==> config.mk <==
export PLATFORM = sky130hd
export DESIGN_NAME = dma_ctrl
export DESIGN_NICKNAME = d
export VERILOG_FILES = /design/src/rtl/dma_ctrl.sv
export SDC_FILE = /design/constraint.sdc
export NUM_CORES = 1
export LEC_CHECK = 0
export BUFFER_PORTS_ARGS = -buffer_cell sky130_fd_sc_hd__buf_2
export CORE_MARGIN = 8
export CORE_UTILIZATION = 47
export CTS_BUF_LIST = sky130_fd_sc_hd__clkbuf_16
export DETAILED_ROUTE_END_ITERATION = 7
export GPL_TIMING_DRIVEN = 0
export PLACE_DENSITY_LB_ADDON = 0.3
export SYNTH_ARGS = -nofsm -noshare
export SYNTH_HDL_FRONTEND = slang
export SYNTH_SLANG_ARGS = --single-unit
==> constraint.sdc <==
create_clock -name clk -period 1.7 [get_ports clk]
set_input_delay 0.085 -clock clk [delete_from_list [all_inputs] [get_ports clk]]
set_output_delay 0.085 -clock clk [all_outputs]
set_load 0.005 [all_outputs]
==> src/rtl/dma_ctrl.sv <==
// dma_ctrl: sprite (OAM) and DMC DMA controller for a 6502-style CPU bus.
//   Inputs : clk, reset (async, active-high), ce (CPU-cycle enable),
//            odd_or_even (0 = get cycle, 1 = put cycle), spr_trig/spr_page
//            ($4014 write), apu_req/apu_addr (DMC fetch request), cpu_read,
//            mem_rdata (bus read data).
//   Outputs: pause_cpu (RDY hold), bus_own, dma_addr, dma_we, dma_wdata,
//            apu_ack (DMC fetch acknowledge).
// All outputs come from flops updated on ce edges. Each one describes the
// CPU cycle that the edge has just started.
module dma_ctrl (
  input  logic        clk,
  input  logic        reset,
  input  logic        ce,
  input  logic        odd_or_even,
  input  logic        spr_trig,
  input  logic [7:0]  spr_page,
  input  logic        apu_req,
  input  logic [15:0] apu_addr,
  input  logic        cpu_read,
  input  logic [7:0]  mem_rdata,
  output logic        pause_cpu,
  output logic        bus_own,
  output logic [15:0] dma_addr,
  output logic        dma_we,
  output logic [7:0]  dma_wdata,
  output logic        apu_ack
);

  localparam int unsigned AW = 16;
  localparam int unsigned DW = 8;
  localparam logic [AW-1:0] OAM_DATA = AW'(16'h2004);

  typedef enum logic [2:0] {
    IDLE   = 3'd0,
    HALT   = 3'd1,
    ALIGN  = 3'd2,
    SPR_RD = 3'd3,
    SPR_WR = 3'd4,
    DMC_RD = 3'd5
  } state_t;

  state_t        state;
  state_t        nxt;
  logic          spr_pend;
  logic [DW-1:0] page;
  logic [DW-1:0] idx;
  logic [DW-1:0] idx_nxt;
  logic [DW-1:0] dbuf;
  logic          last_wr;
  logic          pend_eff;
  logic          req_eff;
  logic          trig_take;

  // Choose the next cycle once the CPU is halted. odd_or_even is the parity
  // of the cycle now ending, so the next cycle is a get when it is 1.
  function automatic state_t advance(input logic pend, input logic req,
                                     input logic next_get);
    state_t s;
    if (!pend && !req)  s = IDLE;
    else if (!next_get) s = ALIGN;
    else if (req)       s = DMC_RD;
    else                s = SPR_RD;
    return s;
  endfunction

  // The final sprite write already counts as "no sprite pending", and a DMC
  // request is considered served by the cycle that acknowledges it.
  assign last_wr   = (state == SPR_WR) && (idx == 8'hFF);
  assign pend_eff  = spr_pend && !last_wr;
  assign req_eff   = apu_req && (state != DMC_RD);
  assign trig_take = spr_trig && !spr_pend;

  // Next-state decode
  always_comb begin
    nxt = state;
    case (state)
      IDLE:    if (spr_pend || apu_req) nxt = HALT;
      HALT: begin
        if (cpu_read)                 nxt = advance(pend_eff, req_eff, odd_or_even);
        else if (!spr_pend && !apu_req) nxt = IDLE;
      end
      SPR_RD:  nxt = SPR_WR;
      default: nxt = advance(pend_eff, req_eff, odd_or_even);
    endcase
  end

  // Sprite byte index; a trigger is only taken when no sprite transfer is in
  // flight, so it never collides with the post-write increment.
  always_comb begin
    idx_nxt = idx;
    if (trig_take)              idx_nxt = '0;
    else if (state == SPR_WR)   idx_nxt = idx + DW'(1);
  end

  // State, transfer context and registered bus outputs
  always_ff @(posedge clk or posedge reset) begin
    if (reset) begin
      state     <= IDLE;
      spr_pend  <= 1'b0;
      page      <= '0;
      idx       <= '0;
      dbuf      <= '0;
      pause_cpu <= 1'b0;
      bus_own   <= 1'b0;
      dma_addr  <= '0;
      dma_we    <= 1'b0;
      apu_ack   <= 1'b0;
    end else if (ce) begin
      state <= nxt;
      idx   <= idx_nxt;
      if (trig_take) begin
        spr_pend <= 1'b1;
        page     <= spr_page;
      end else if (last_wr) begin
        spr_pend <= 1'b0;
      end
      if (state == SPR_RD) dbuf <= mem_rdata;
      pause_cpu <= (nxt != IDLE);
      bus_own   <= (nxt == SPR_RD) || (nxt == SPR_WR) || (nxt == DMC_RD);
      dma_we    <= (nxt == SPR_WR);
      apu_ack   <= (nxt == DMC_RD);
      case (nxt)
        DMC_RD:  dma_addr <= apu_addr;
        SPR_RD:  dma_addr <= {page, idx_nxt};
        SPR_WR:  dma_addr <= OAM_DATA;
        default: dma_addr <= '0;
      endcase
    end
  end

  assign dma_wdata = dbuf;

endmodule
; ---- After elaboration in Yosys (flattened, before gate mapping)
; Cells that the tools add are included.
[word_totals]
regBits = 48
inputBits = 39
output_inout_bits = 28
elab_cells = 51
[classes]
n_addsub = 1
n_eq_ne = 8
mux = 12
n_reduce_logical = 20
[ops]
columns = cell, count
row1 = 16-bit case mux with 3 select lines, 1
row2 = 3-bit 2-to-1 mux, 6
row3 = 8-bit 2-to-1 mux, 2
row4 = "3-bit equality test, second input constant", 3
row5 = 3-bit case mux with 3 select lines, 1
row6 = "8-bit by 1-bit adder with 8-bit output, second input constant", 1
row7 = "8-bit equality test, second input constant", 1
row8 = "3-bit by 2-bit equality test with 1-bit output, second input constant", 2
row9 = 1-bit logical AND, 6
row10 = 2-bit AND reduction, 3
row11 = 1-bit zero test, 5
row12 = "3-bit by 1-bit equality test with 1-bit output, second input constant", 1
row13 = 3-bit zero test, 1
row14 = 1-bit logical OR, 3
row15 = "3-bit inequality test, second input constant", 1
row16 = 3-bit nonzero test, 1
row17 = 1-bit 2-to-1 mux, 2
row18 = 2-bit nonzero test, 1

; ---- Logic depth before layout (Yosys ltp)
[logic_depth]
word_depth = 12
ltp_mapped = 7

; ---- Worst setup path after synthesis
; OpenSTA, ideal clock, no wires.
[synth_timing]
path_type = register -> register
startpoint = reg idx[0]
endpoint = reg dma_addr[5]
setup_ns = 0.078
arrival_ns = 1.776
required_time_ns = 1.622
path_slack_ns = -0.154
path_stages_with_launch = 8
synth_period_minus_slack_ns = 1.854
cell_sequence = dfrtp_1 -> ha_1 -> nand3_1 -> o31ai_4 -> o311ai_1 -> nand3_2 -> buf_4 -> o2bb2ai_1
[synth_between]
elab_chain_cells = 11
elab_cells_between_ends = 16
[synth_lines]
columns = element, line
row1 = "start, declared", 46  ; logic [DW-1:0] idx;
row2 = "start signal, assigned", 110  ; idx <= idx_nxt;
row3 = 8-bit equality test, 68  ; assign last_wr = (state == SPR_WR) && (idx == 8'hFF);
row4 = 1-bit logical AND, 68
row5 = 1-bit zero test, 69  ; assign pend_eff = spr_pend && !last_wr;
row6 = 1-bit logical AND, 69
row7 = 1-bit zero test, 59  ; if (!pend && !req) s = IDLE;
row8 = 1-bit logical AND, 59
row9 = 3-bit 2-to-1 mux, 59
row10 = 3-bit 2-to-1 mux, 79  ; if (cpu_read) nxt = advance(pend_eff, req_eff, odd_or_even);
row11 = 3-bit case mux with 3 select lines, 76  ; case (state)
row12 = 3-bit equality test / 3-bit by 2-bit equality test with 1-bit output (equally long branches), 122  ; case (nxt)
row13 = 16-bit case mux with 3 select lines *, 122
row14 = "end signal, assigned", 123  ; DMC_RD: dma_addr <= apu_addr;
row15 = "end signal, assigned", 124  ; SPR_RD: dma_addr <= {page, idx_nxt};
row16 = "end, declared", 23  ; output logic [15:0] dma_addr,
; Mark *: on every way between the ends. The rest lies on a longest branch, timed or not.
; A chain may end at the register's enable or synchronous reset.

; ---- Final worst setup path
[layout_timing]
startpoint = reg state[0]
endpoint = reg dma_addr[13]
[layout_between]
elab_chain_cells = 11
elab_cells_between_ends = 23
[layout_lines]
columns = element, line
row1 = "start, declared", 42  ; state_t state;
row2 = "start signal, assigned", 109  ; state <= nxt;
row3 = 3-bit equality test, 68
row4 = 1-bit logical AND, 68
row5 = 1-bit zero test, 69
row6 = 1-bit logical AND, 69
row7 = 1-bit zero test, 59
row8 = 1-bit logical AND, 59
row9 = 3-bit 2-to-1 mux, 59
row10 = 3-bit 2-to-1 mux, 79
row11 = 3-bit case mux with 3 select lines *, 76
row12 = 3-bit equality test / 3-bit by 2-bit equality test with 1-bit output (equally long branches), 122
row13 = 16-bit case mux with 3 select lines *, 122
; Marks and branches as above.

==> impl_metrics.tcl <==
set metrics [dict create \
    fin_crit_sh_pct 113 \
    met2_usage_pct 29.1 \
    critPathBufInv 2 \
    grt_busiest_layer "met2" \
    max-slew-margin-rel_pct 58.2 \
    grtUsageMet3_pct 3.75 \
    synth_area_per_cell_sq_um 11.1 \
    worst_slack_ps -225 \
    arrival_ps 2100 \
    timing.fmax_ghz 0.519 \
    die_area_sq_um 7690 \
    maxSlewViolCount 0 \
    viasPerCell 5.52 \
    num_vias 2148 \
    grt_max_degree 40 \
    pwr-share-seq_pct 38.9 \
    clockBufferDepth 2 \
    port_buffers 66 \
    syn_nets 257 \
    fin_hold_ws_ps 26.1 \
    pwr-share-clk_pct 21.9 \
    cts_root_buffer "clkbuf_16" \
    yosys.cell_types.count 51 \
    use_met1_pct 21.5 \
    power_switching_mw 1.41 \
    drt_iter0_drc 168 \
    ys_seq_area_share_pct 49.7 \
    overflow 0 \
    worstPathCellList "or3b_4 > o31ai_4 > buf_6 > a22oi_2 > buf_4 > a41o_1 > o22a_1" \
    wl_per_cell_um 18.0 \
    setup_viol 33 \
    p_leak_nw 1.58 \
    place_hpwl_um 4390 \
    ys_ff_latch 48 \
    syn_to_final_growth_pct 40.9 \
    cts.sink_count 48 \
    numCtsBuffers 5 \
    grt_usage_pct 17.7 \
    grt_pass1_wl_um 10600 \
    tightest_slew_ps 627 \
    drc 0 \
    rsz0062_at_grt "yes" \
    io_pins 67 \
    grt_pass1_vias 2244 \
    ir_drop_mv 0.705 \
    core_sq_um 5040 \
    period_minus_slack_ps 1930 \
    required_ps 1880 \
    pwr-share-comb_pct 39.2 \
    max_cap_viol_count 0 \
    slowest_delay_ps 440 \
    gp_congestion 0.812 \
    nets 358 \
    violations "negative setup slack" \
    hp-class "in -> reg" \
    fin_worst_skew_ps 4.36 \
    crit_path_max_fanout 5 \
    die_x_um 87.7 \
    p_int_mw 2.89 \
    tritoncts "done" \
    synth_warnings 0 \
    post-route-util_pct 67.5 \
    synth-main-ff-cell "dfrtp_1" \
    swShare_pct 32.8 \
    dr.pass1.iters 4 \
    synth_enable_flop_cells 0 \
    clk_latency_ps 290 \
    netlist_instances 217 \
    rows 26 \
    status "finished with violations" \
    async_flop_share_pct 100 \
    path_class "reg -> reg" \
    antenna_found_initial 0 \
    hold_viol_final 0 \
    num_antenna_cells 0 \
    synth_area_sq_um 2410 \
    die_h_um 87.7 \
    drive_gt1_share_pct 49.5 \
    p_per_area_nw_per_um2 1270 \
    end_kind "register" \
    cp-start-kind "register" \
    postRouteWirelength_um 7010 \
    htreeDepth 2 \
    start_util_pct 47.9 \
    critPathSlowestCell "dfrtp_2" \
    cpLargestDelayFamily "compound AO/OA/AOI/OAI gates" \
    drtAntennaViolNets 0 \
    clk_pin_slew_ps 60 \
]
power groups by stage:
stage,Clock (mW),Sequential [mW],Combinational [mW]
floorplan,0,1.68,0.842
global placement,0,1.69,1.25
detailed placement,0,1.70,1.29
CTS,0.951,1.67,1.59
global route,0.992,1.71,1.83
finish,0.943,1.67,1.69
cell usage after synthesis (2+ instances only):
library cell	n	area (sq um)
mux2_2	18	203
a41oi_1	2	17.5
a22o_1	3	26.3
clkbuf_1	5	18.8
nor3b_1	2	15.0
nand4_1	3	18.8
inv_1	8	30.0
o31ai_1	3	22.5
nand2_1	11	41.3
o21a_1	2	15.0
xnor2_1	3	26.3
nor3_1	4	20.0
nand3_1	8	40.0
a21oi_1	5	25.0
or3_1	4	25.0
a21boi_0	3	22.5
nor2b_1	3	18.8
buf_6	3	33.8
dfrtp_1	48	1200
a32oi_1	11	96.3
o2bb2ai_1	13	114
xor2_1	2	17.5
buf_2	2	10.0
nor2_1	10	37.5
o21ai_0	15	75.1
logic make-up (layout without fill, tap and decap cells):
family                   after synthesis  count (layout)  synth area share (%)
AND/OR/NAND/NOR                       54              54                  12.4
multiplexers                          19              19                  8.96
flip-flops                            48              48                  49.7
AO/OA/AOI/OAI                         69              69                  21.9
buffers and inverters                 21             123                  4.61
adder cells (fa/ha/maj)                1               1                 0.518
XOR/XNOR                               5               5                  1.81
layout by cell type (no fill, tap or decap), types with 3 or more instances in the layout:
| cell | instances |
|---|---|
| buf_2 | 67 |
| clkbuf_1 | 5 |
| o2bb2ai_1 | 12 |
| clkbuf_16 | 5 |
| nor2_1 | 9 |
| mux2_2 | 18 |
| a22o_1 | 3 |
| inv_1 | 8 |
| dfrtp_1 | 47 |
| o21ai_1 | 4 |
| nand3_1 | 5 |
| o21ai_0 | 10 |
| nand3_2 | 3 |
| buf_4 | 22 |
| o31ai_1 | 3 |
| a21oi_1 | 4 |
| nand4_1 | 3 |
| buf_6 | 10 |
| a32oi_1 | 10 |
| nand2_1 | 9 |
| or3_1 | 4 |
stage by stage:
| stage | setup TNS [ps] | power [mW] | cells | cell area, sq um | setup WS [ps] |
|---|---|---|---|---|---|
| finish | -3640 | 4.31 | 389 | 3400 | -225 |
| floorplan | -583 | 2.53 | 217 | 2450 | -70.3 |
| global route | -6290 | 4.54 | 389 | 3400 | -290 |
| detailed placement | -4990 | 2.98 | 354 | 2890 | -293 |
| global placement | -13080 | 2.94 | 353 | 2870 | -258 |
| CTS | -3310 | 4.21 | 382 | 3300 | -231 |
layer usage:
layer / vias up / wire length (um)
li1: 1017 / -
met1: 1058 / 2870
met2: 60 / 3660
met3: 13 / 313
met4: 0 / 164
met5: - / 0
final timing paths:
path	to	slack, ps	cells past startpoint	from
min	dma_wdata[1]	30	2	mem_rdata[1]
min reg2reg	dma_addr[1]	490	1	dma_addr[1]
max reg2reg	dma_addr[13]	-230	7	state[0]
max	dma_addr[13]	-230	7	state[0]
max in group asynchronous	state[0]	940	4	reset
min in group asynchronous	dma_wdata[6]	280	3	reset
final cells by class:
class | count | area [sq um]
Buffer | 12 | 90.1
Clock buffer | 5 | 125
Clock inverter | 3 | 15.0
Fill cell | 389 | 1640
Inverter | 8 | 30.0
Multi-Input combinational cell | 148 | 1270
Sequential cell | 48 | 1200
Tap cell | 70 | 87.6
Timing Repair Buffer | 95 | 579
state kept, by name (all words and copies together), names as in the netlist:
name / count
dma_addr: 16
dma_wdata: 8
idx: 8
page: 8
state: 3
apu_ack: 1
bus_own: 1
dma_we: 1
pause_cpu: 1
spr_pend: 1
repair_timing:
action | in CTS | in global routing
hold buffers | 1 | 0
endpoints found under the setup margin | 37 | 35
gates cloned | 2 | 1
pin swaps | 8 | 9
setup buffers | 18 | 6
resized for setup | 27 | 15
endpoints found under the hold margin | 9 | 0
worst reg2reg max path, delay by kind of cell, from the launching register on:
kind | cells | cell delay [ps]
compound gates | 4 | 620
buf+inv | 2 | 320
flops | 1 | 440
simple gates | 1 | 430
Power figures use the tool's default switching activity.
